<file path="config.mk">
export PLATFORM = sky130hd
export DESIGN_NAME = dpsram_bw
export DESIGN_NICKNAME = d
export VERILOG_FILES = /design/src/rtl/dpsram_bw.sv
export SDC_FILE = /design/constraint.sdc
export NUM_CORES = 1
export LEC_CHECK = 0
export ABC_AREA = 0
export BUFFER_PORTS_ARGS = -buffer_cell sky130_fd_sc_hd__buf_2
export CAP_MARGIN = 5
export CORE_UTILIZATION = 50
export DETAILED_ROUTE_END_ITERATION = 7
export PLACE_DENSITY = 0.83
export SETUP_SLACK_MARGIN = 0.1
export SLEW_MARGIN = 20
export SYNTH_ARGS = -nofsm -noshare
export SYNTH_HDL_FRONTEND = slang
export SYNTH_SLANG_ARGS = --single-unit
</file>
<file path="constraint.sdc">
create_clock -name clk -period 2.4 [get_ports clk]
set_clock_uncertainty 0.05 [all_clocks]
set_input_delay 0.36 -clock clk [delete_from_list [all_inputs] [get_ports clk]]
set_output_delay 0.36 -clock clk [all_outputs]
set_load 0.03 [all_outputs]
</file>
<file path="src/rtl/dpsram_bw.sv">
// dpsram_bw: true dual-port SRAM with byte write enables and a power-up
// clear sweep.
//
// After rst_n releases, the FSM spends DEPTH cycles in INIT writing zero to
// every word (init_busy=1, port accesses ignored). It then moves to READY,
// where both ports accept one access per cycle with no stalls.
//   - Reads are read-before-write: a read of a word written in the same cycle
//     returns the old contents.
//   - When both ports write the same word, port A owns the overlapping bytes.
//   - An overlapping same-address dual write pulses coll and bumps the
//     saturating coll_cnt.
//
// Optional feature: define DPSRAM_OUT_REG_EN to add an output register
// stage. Read latency then becomes 2 cycles instead of 1; collision
// reporting is unaffected.
//
// Ports:
//   clk, rst_n            clock, async active-low reset
//   cs_x, we_x            chip select, 1=write 0=read          (x = a, b)
//   be_x [WIDTH/8]        byte write enables
//   ad_x [DEPTH_LOG]      word address
//   wd_x [WIDTH]          write data
//   rd_x [WIDTH]          read data, held between reads
//   rvalid_x              one-cycle pulse marking fresh rd_x
//   init_busy             high while the clear sweep runs
//   coll                  one-cycle pulse on a byte-overlapping dual write
//   coll_cnt [8]          saturating collision count
module dpsram_bw #(
   parameter int DEPTH     = 8,
   parameter int WIDTH     = 32,
   parameter int DEPTH_LOG = $clog2(DEPTH)
) (
   input  logic                 clk,
   input  logic                 rst_n,
   input  logic                 cs_a,
   input  logic                 we_a,
   input  logic [WIDTH/8-1:0]   be_a,
   input  logic [DEPTH_LOG-1:0] ad_a,
   input  logic [WIDTH-1:0]     wd_a,
   output logic [WIDTH-1:0]     rd_a,
   output logic                 rvalid_a,
   input  logic                 cs_b,
   input  logic                 we_b,
   input  logic [WIDTH/8-1:0]   be_b,
   input  logic [DEPTH_LOG-1:0] ad_b,
   input  logic [WIDTH-1:0]     wd_b,
   output logic [WIDTH-1:0]     rd_b,
   output logic                 rvalid_b,
   output logic                 init_busy,
   output logic                 coll,
   output logic [7:0]           coll_cnt
);

   localparam int NB = WIDTH / 8;

   typedef enum logic {INIT, READY} state_t;

   state_t               state, state_nx;
   logic [DEPTH_LOG-1:0] ptr, ptr_nx;
   logic                 clr_en;

   logic [WIDTH-1:0] mem [DEPTH];

   logic wr_a, wr_b, re_a, re_b, coll_hit;

   // State register
   always_ff @(posedge clk or negedge rst_n) begin
      if (!rst_n) begin
         state <= INIT;
         ptr   <= '0;
      end else begin
         state <= state_nx;
         ptr   <= ptr_nx;
      end
   end

   // Next-state logic
   always_comb begin
      state_nx = state;
      ptr_nx   = ptr;
      clr_en   = 1'b0;
      case (state)
         INIT: begin
            clr_en = 1'b1;
            if (ptr == DEPTH_LOG'(DEPTH - 1)) begin
               state_nx = READY;
               ptr_nx   = '0;
            end else begin
               ptr_nx = ptr + 1'b1;
            end
         end
         READY: ;
         default: state_nx = INIT;
      endcase
   end

   assign init_busy = (state == INIT);

   assign wr_a     = (state == READY) && cs_a && we_a;
   assign wr_b     = (state == READY) && cs_b && we_b;
   assign re_a     = (state == READY) && cs_a && !we_a;
   assign re_b     = (state == READY) && cs_b && !we_b;
   assign coll_hit = wr_a && wr_b && (ad_a == ad_b) && (|(be_a & be_b));

   // Memory array (no reset; contents are cleared by the INIT sweep).
   // Port B bytes are scheduled first so that the later port A assignment
   // wins on overlapping bytes of the same word.
   always_ff @(posedge clk) begin
      if (clr_en) begin
         mem[ptr] <= '0;
      end else begin
         for (int unsigned i = 0; i < NB; i++) begin
            if (wr_b && be_b[i]) mem[ad_b][i*8 +: 8] <= wd_b[i*8 +: 8];
            if (wr_a && be_a[i]) mem[ad_a][i*8 +: 8] <= wd_a[i*8 +: 8];
         end
      end
   end

   // First read stage: capture pre-write contents (read-before-write).
   logic [WIDTH-1:0] rq_a, rq_b;
   logic             rv_a, rv_b;

   always_ff @(posedge clk or negedge rst_n) begin
      if (!rst_n) begin
         rq_a <= '0;
         rq_b <= '0;
         rv_a <= 1'b0;
         rv_b <= 1'b0;
      end else begin
         rv_a <= re_a;
         rv_b <= re_b;
         if (re_a) rq_a <= mem[ad_a];
         if (re_b) rq_b <= mem[ad_b];
      end
   end

`ifdef DPSRAM_OUT_REG_EN
   // Second stage only loads on a completing read so rd holds otherwise.
   always_ff @(posedge clk or negedge rst_n) begin
      if (!rst_n) begin
         rd_a     <= '0;
         rd_b     <= '0;
         rvalid_a <= 1'b0;
         rvalid_b <= 1'b0;
      end else begin
         rvalid_a <= rv_a;
         rvalid_b <= rv_b;
         if (rv_a) rd_a <= rq_a;
         if (rv_b) rd_b <= rq_b;
      end
   end
`else
   assign rd_a     = rq_a;
   assign rd_b     = rq_b;
   assign rvalid_a = rv_a;
   assign rvalid_b = rv_b;
`endif

   // Collision reporting
   always_ff @(posedge clk or negedge rst_n) begin
      if (!rst_n) begin
         coll     <= 1'b0;
         coll_cnt <= '0;
      end else begin
         coll <= coll_hit;
         if (coll_hit && (coll_cnt != 8'hFF)) coll_cnt <= coll_cnt + 8'd1;
      end
   end

endmodule
</file>
==> impl_metrics.ini, run 1 <==
[run_status]
status = complete, but fails checks
violations = design-rule violations

[timing]
setup_viol = 0
drv_slew = 0
slew_headroom_pct = 41.8
tightest_slew_ps = 870
grt_setup_unrepaired = no
post-route-period-util_pct = 90.9
fmax_ghz = 0.459
worst_slack_ps = 219
timing.final.hold_violations = 0
period_minus_slack_ps = 2180

[critical_path]
slowest_delay_ps = 640
crit_start = state
crit_required_ps = 2630
critPathBufInv = 1
worst_path_max_delay_cell = mux2i_1
endpoint_kind = flip-flop
cp-start-kind = flip-flop
arrival_ps = 2410
timing.rr.start = state
crit_fanout = 10
critPathTopFamily = multiplexers
critPathKind = flip-flop to flip-flop
path_cells = nand3_1 -> nor2_4 -> mux2i_1 -> o21bai_1 -> buf_4

[place]
post-dp-hpwl_mm = 39.1
post_dp_cell_area_um2 = 19800
place_ws_ps = -96.5
io_buffers = 159
gp_congestion = 0.933

[finish]
nets = 1876
syn_to_final_growth_pct = 15.0
final_area_um2 = 21000
drive_above_1_share_pct = 25.7

[detailed_routing]
routed_wl_mm = 56.7
wl_per_cell_um = 24.9
first_iter_violations = 1753
avgViaCountPerCell = 6.38
drc = 21
vias = 14543
postRouteAntennaNets = 0
drt-pass1-iter-count = 8

[power]
p_sw_mw = 3.53
pwr-share-clk_pct = 41.1
p_comb_share_pct = 12.3
p_sw_share_pct = 25.3
p_int_mw = 10.4
seq_power_share_pct = 46.6
ir_worst_vdd_uv = 647
power_leakage_nw = 8.32
power_density_nw_per_um2 = 663

[clocking]
cts_tree = built
cts.clk_slew.worst_paths_ps = 70
cts_htree_levels = 2
cts_setup_buffers = 0
clock-root-buffer = clkbuf_16
clock-sinks = 335
cts_buffers = 36
clk-insertion-delay-late_ps = 530
clockBufferDepth = 3

[synth]
synth_warnings = 0
yosys.area.top_type = edfxtp_1
syn_avg_cell_area_um2 = 11.2
syn_area_um2 = 18300
syn_nets = 1726
ys_seq_area_share_pct = 52.8
yosysMostFrequentCell = nand2_1
synth-edff-count = 256
synth_top_area_share_pct = 42.0
ys.flop_type = edfxtp_1
synth-seq-cells = 335
synth_cell_type_count = 69
synth_common_cells = nand2_1, o21ai_0, edfxtp_1
syn_inst = 1639
synth-async-reset-ratio_pct = 23.6
synth_area_leaders = edfxtp_1, dfrtp_1, mux4_2

[grt]
grt_pass1_vias = 14517
antenna_found_initial = 6
grt_max_degree = 66
grt_first_pass_wirelength_mm = 85.0
overflow = 0
grt_use_total_pct = 30.2

[worst_hold_path]
hold_class = primary input to flip-flop
hp-start = we_a

[floorplanning]
rows = 69
io_pins = 160
fp.dieW_um = 193
start_util_pct = 51.1
die_area_um2 = 37400
die_y_um = 193
coreArea_um2 = 35800

[flow_run]
cap_violations = 0
timing repair:
action | in CTS | in global routing
endpoints found under the setup margin | 0 | 1
hold endpoints to repair | 34 | 0
hold buffers | 1 | 0
resized for setup | 0 | 1
worst paths after layout:
| check | to | slack, ps | depth (start not counted) |
|---|---|---|---|
| worst max-delay path | mem[4][10] | 220 | 5 |
| worst min-delay path | coll | 120 | 3 |
| worst max register to register | mem[4][10] | 220 | 5 |
| worst min register to register | rd_b[10] | 420 | 2 |
| max in group asynchronous | rd_a[3] | 1280 | 3 |
| min in group asynchronous | rd_b[13] | 340 | 2 |
placed cells by master (no fill, tap or decap), types with 7 or more instances in the layout:
cell type,n
nand2_1,352
o21ai_0,301
edfxtp_1,256
buf_2,156
buf_4,120
dfrtp_1,79
mux4_2,74
mux2i_1,62
and3_1,39
clkbuf_16,37
o21bai_1,32
mux2_2,30
a21oi_1,29
a221oi_1,29
nor2_1,27
a22oi_1,17
nand3_1,12
o22a_1,9
buf_12,9
o2bb2ai_1,8
nor3b_1,7
clkbuf_1,7
clkinv_2,7
per-stage QoR:
step	hold WS [ps]	utilization [%]	cells	power, mW	setup TNS [ps]
6_report	121	58.7	2281	13.9	0
5_1_grt	125	58.7	2280	14.3	0
4_1_cts	153	58.7	2276	14.0	0
3_5_place_dp	355	55.3	2211	8.31	-96.5
3_3_place_gp	349	55.3	2211	8.27	0
2_1_floorplan	14.4	-	1639	7.68	0
metal layers:
| layer | vias up | part of all wire [%] | track usage, % | wire length [um] |
|---|---|---|---|---|
| met5 | - | 0 | 0 | 0 |
| met4 | 0 | 4.7 | 14.5 | 2660 |
| met3 | 191 | 12 | 7.36 | 7060 |
| met2 | 1010 | 47 | 49.2 | 26900 |
| met1 | 6961 | 35 | 38.0 | 20100 |
| li1 | 6381 | - | - | - |
sequential cells by signal, indices dropped and copies added (netlist names), 3 cells and up:
| signal | count |
|---|---|
| rd_a | 32 |
| coll_cnt | 8 |
| rd_b | 32 |
| ptr | 3 |
| mem | 256 |
cell families (layout without fill, tap and decap cells):
group / after synthesis / in the layout / share of synthesized area, %
and+or+nand+nor: 475 / 475 / 11.4
AOI/OAI and AO/OA: 469 / 469 / 15.3
DFF: 335 / 335 / 52.8
buffers and inverters: 181 / 357 / 5.33
muxes: 168 / 168 / 14.5
xor gates and xnor gates: 8 / 8 / 0.486
adders and majority gates: 3 / 3 / 0.205
other: 0 / 5 / 0
layout make-up:
cell class              instances  area, um2
fillers                      2832      14800
well taps                     461        577
diodes                          5       12.5
repair buffers                287       1880
flip-flops and latches        335       9660
inverters                       6       22.5
multi-input cells            1123       7670
clock buffers                  46        980
clock inverters                18        223
worst reg2reg max path, stage by stage (launching register included):
cell and delay [ps]:
dfrtp_1 360, nand3_1 160, nor2_4 380, mux2i_1 640, o21bai_1 120, buf_4 220
power groups by stage:
stage	logic [mW]	registers, mW	clock network, mW
3_3_place_gp	1.65	6.61	0
4_1_cts	1.70	6.50	5.75
5_1_grt	1.82	6.51	5.98
6_report	1.72	6.50	5.73
2_1_floorplan	0.799	6.88	0
3_5_place_dp	1.69	6.62	0
Power figures use the tool's default switching activity.
==> inputs of run 2 (changes only) <==
--- a/config.mk
+++ b/config.mk
@@ -7,4 +7,5 @@
 export LEC_CHECK = 0
 export ABC_AREA = 0
+export ABC_CLOCK_PERIOD_IN_PS = 2400
 export BUFFER_PORTS_ARGS = -buffer_cell sky130_fd_sc_hd__buf_2
 export CAP_MARGIN = 5
@@ -12,4 +13,5 @@
 export DETAILED_ROUTE_END_ITERATION = 7
 export PLACE_DENSITY = 0.83
+export RECOVER_POWER = 25
 export SETUP_SLACK_MARGIN = 0.1
 export SLEW_MARGIN = 20
==> constraint.sdc (replaced) <==
create_clock -name clk -period 2.4 [get_ports clk]
set_clock_uncertainty 0.05 [all_clocks]
set_input_delay 0.6 -clock clk [delete_from_list [all_inputs] [get_ports clk]]
set_output_delay 0.6 -clock clk [all_outputs]
set_load 0.03 [all_outputs]
==> run 2 against run 1 <==
  * The flow still finishes with violations (design-rule violations)
  * Worst setup slack worse by 130 ps
  * Critical path depth stayed put
  * Sequential share of layout area is essentially flat
  * Critical endpoint is now mem[1][26]
==> impl_metrics.ini, run 2 (same netlist as run 1, synthesis figures left out) <==
[timing]
post-route-period-util_pct = 96.4
tightest_slew_ps = 1300
fmax_ghz = 0.432
hold_slack_ps = 281
drv_slew = 0
period_minus_slack_ps = 2310
grt_setup_unrepaired = yes
timing.final.hold_violations = 0
slew_headroom_pct = 13.3
setup_viol = 0

[clocking]
cts_htree_levels = 2
clockBufferDepth = 3
clock-sinks = 335
cts_tree = built
clk-insertion-delay-late_ps = 510
clock-root-buffer = clkbuf_16
holdBufCountCts = 0
cts_buffers = 37
cts.clk_slew.worst_paths_ps = 60

[floorplanning]
start_util_pct = 51.1
io_pins = 160
coreArea_um2 = 35800
die_area_um2 = 37400
rows = 69
die_y_um = 193
fp.dieW_um = 193

[finish]
nets = 1904
top_regs = mem x256, rd_a x32, rd_b x32
final_cell_mix = nand2_1, o21ai_0, edfxtp_1
postLayoutCoreUtil_pct = 58.7
top_register = mem
final_common_cell = nand2_1
final_cell_count_no_fill = 2307
largest_reg_flops = 256
syn_to_final_growth_pct = 15.0
drive_above_1_share_pct = 23.5

[critical_path]
crit_required_ps = 2620
arrival_ps = 2530
crit_end = mem[1][26]
crit_fanout = 10
r2r_slack_ps = 90
critPathKind = flip-flop to flip-flop
cp-start-kind = flip-flop
rr_endpoint = mem[1][26]
endpoint_kind = flip-flop
crit_start = state
ff2ff_path_depth = 5
timing.rr.start = state

[place]
io_buffers = 159
post-dp-hpwl_mm = 39.7
gp_congestion = 0.945
dpl.cell_count = 2239

[detailed_routing]
drc = 9
routed_wl_mm = 57.3
first_iter_violations = 1896
vias = 14654
postRouteAntennaNets = 0
drt-pass1-iter-count = 8
wl_per_cell_um = 24.8
avgViaCountPerCell = 6.35

[power]
ir_worst_vdd_uv = 489
power_density_nw_per_um2 = 646
power_leakage_nw = 8.23

[run_status]
status = complete, but fails checks
violations = design-rule violations

[grt]
grt_use_total_pct = 30.4
grt_max_degree = 66
overflow = 0
grt_pass1_vias = 14487
grt_first_pass_wirelength_mm = 85.6
antenna_found_initial = 5

[flow_run]
cap_violations = 0

[worst_hold_path]
hold_class = primary input to async pin
==> run 2: cell count changes in the layout (fill, tap and decap cells not counted), sizes merged <==
cell         change
inv              +1
clkbuf          +64
diode            -2
buf             -37
dlygate4sd3      -1
bufinv           -3
clkinvlp         -3
clkinv           +7
==> run 2: worst min path at each step <==
| stage | endpoint | cells after the start |
|---|---|---|
| 2_1_floorplan | coll | 0 |
| 3_3_place_gp | rd_b[16] | 2 |
| 3_5_place_dp | rd_b[17] | 2 |
| 4_1_cts | rd_a[10] | 1 |
| 5_1_grt | rd_a[10] | 1 |
| 6_report | rd_a[10] | 1 |
==> run 2: stage by stage <==
step	setup slack, ps	power [mW]	cell area (um2)	TNS (ps)
floorplan	64.5	7.68	18300	0
global placement	-114	8.30	20000	-6360
detailed placement	-144	8.35	20000	-7600
CTS	189	13.6	21200	0
global route	50.1	13.9	21000	0
finish	86.9	13.6	21000	0
==> run 2: area by class of cell <==
| type | instances | area (um2) |
|---|---|---|
| Inverter | 6 | 22.5 |
| Multi-Input combinational cell | 1123 | 7670 |
| Antenna cell | 3 | 7.51 |
| Clock buffer | 45 | 976 |
| Clock inverter | 20 | 150 |
| Sequential cell | 335 | 9660 |
| Tap cell | 461 | 577 |
| Timing Repair Buffer | 314 | 1980 |
| Fill cell | 2859 | 14800 |
==> run 2: what timing repair did <==
item	in CTS	in global routing
setup endpoints to repair	0	12
buffers inserted	0	0
gates resized for setup	0	0
==> run 2: worst max-delay path, stage by stage, from the launching register on <==
cell and delay (ps):
dfrtp_1 360, nand3_1 140, nor2_4 360, mux2i_1 740, o21bai_1 210, buf_4 210
==> run 2: power breakdown <==
| group | internal (mW) | leakage (nW) | total (mW) | switching (mW) |
|---|---|---|---|---|
| Sequential | 6.41 | 3.71 | 6.50 | 0.0933 |
| Combinational | 0.560 | 3.96 | 1.71 | 1.15 |
| Clock | 3.11 | 0.558 | 5.37 | 2.27 |
| Total | 10.1 | 8.23 | 13.6 | 3.51 |
==> run 2: routing by layer <==
metal	vias to the layer above	GRT usage [%]	part of all wire, %
li1	6447	-	-
met1	6915	39.4	36
met2	1075	48.3	46
met3	213	7.08	13
met4	4	15.0	5.0
met5	-	0	0.045
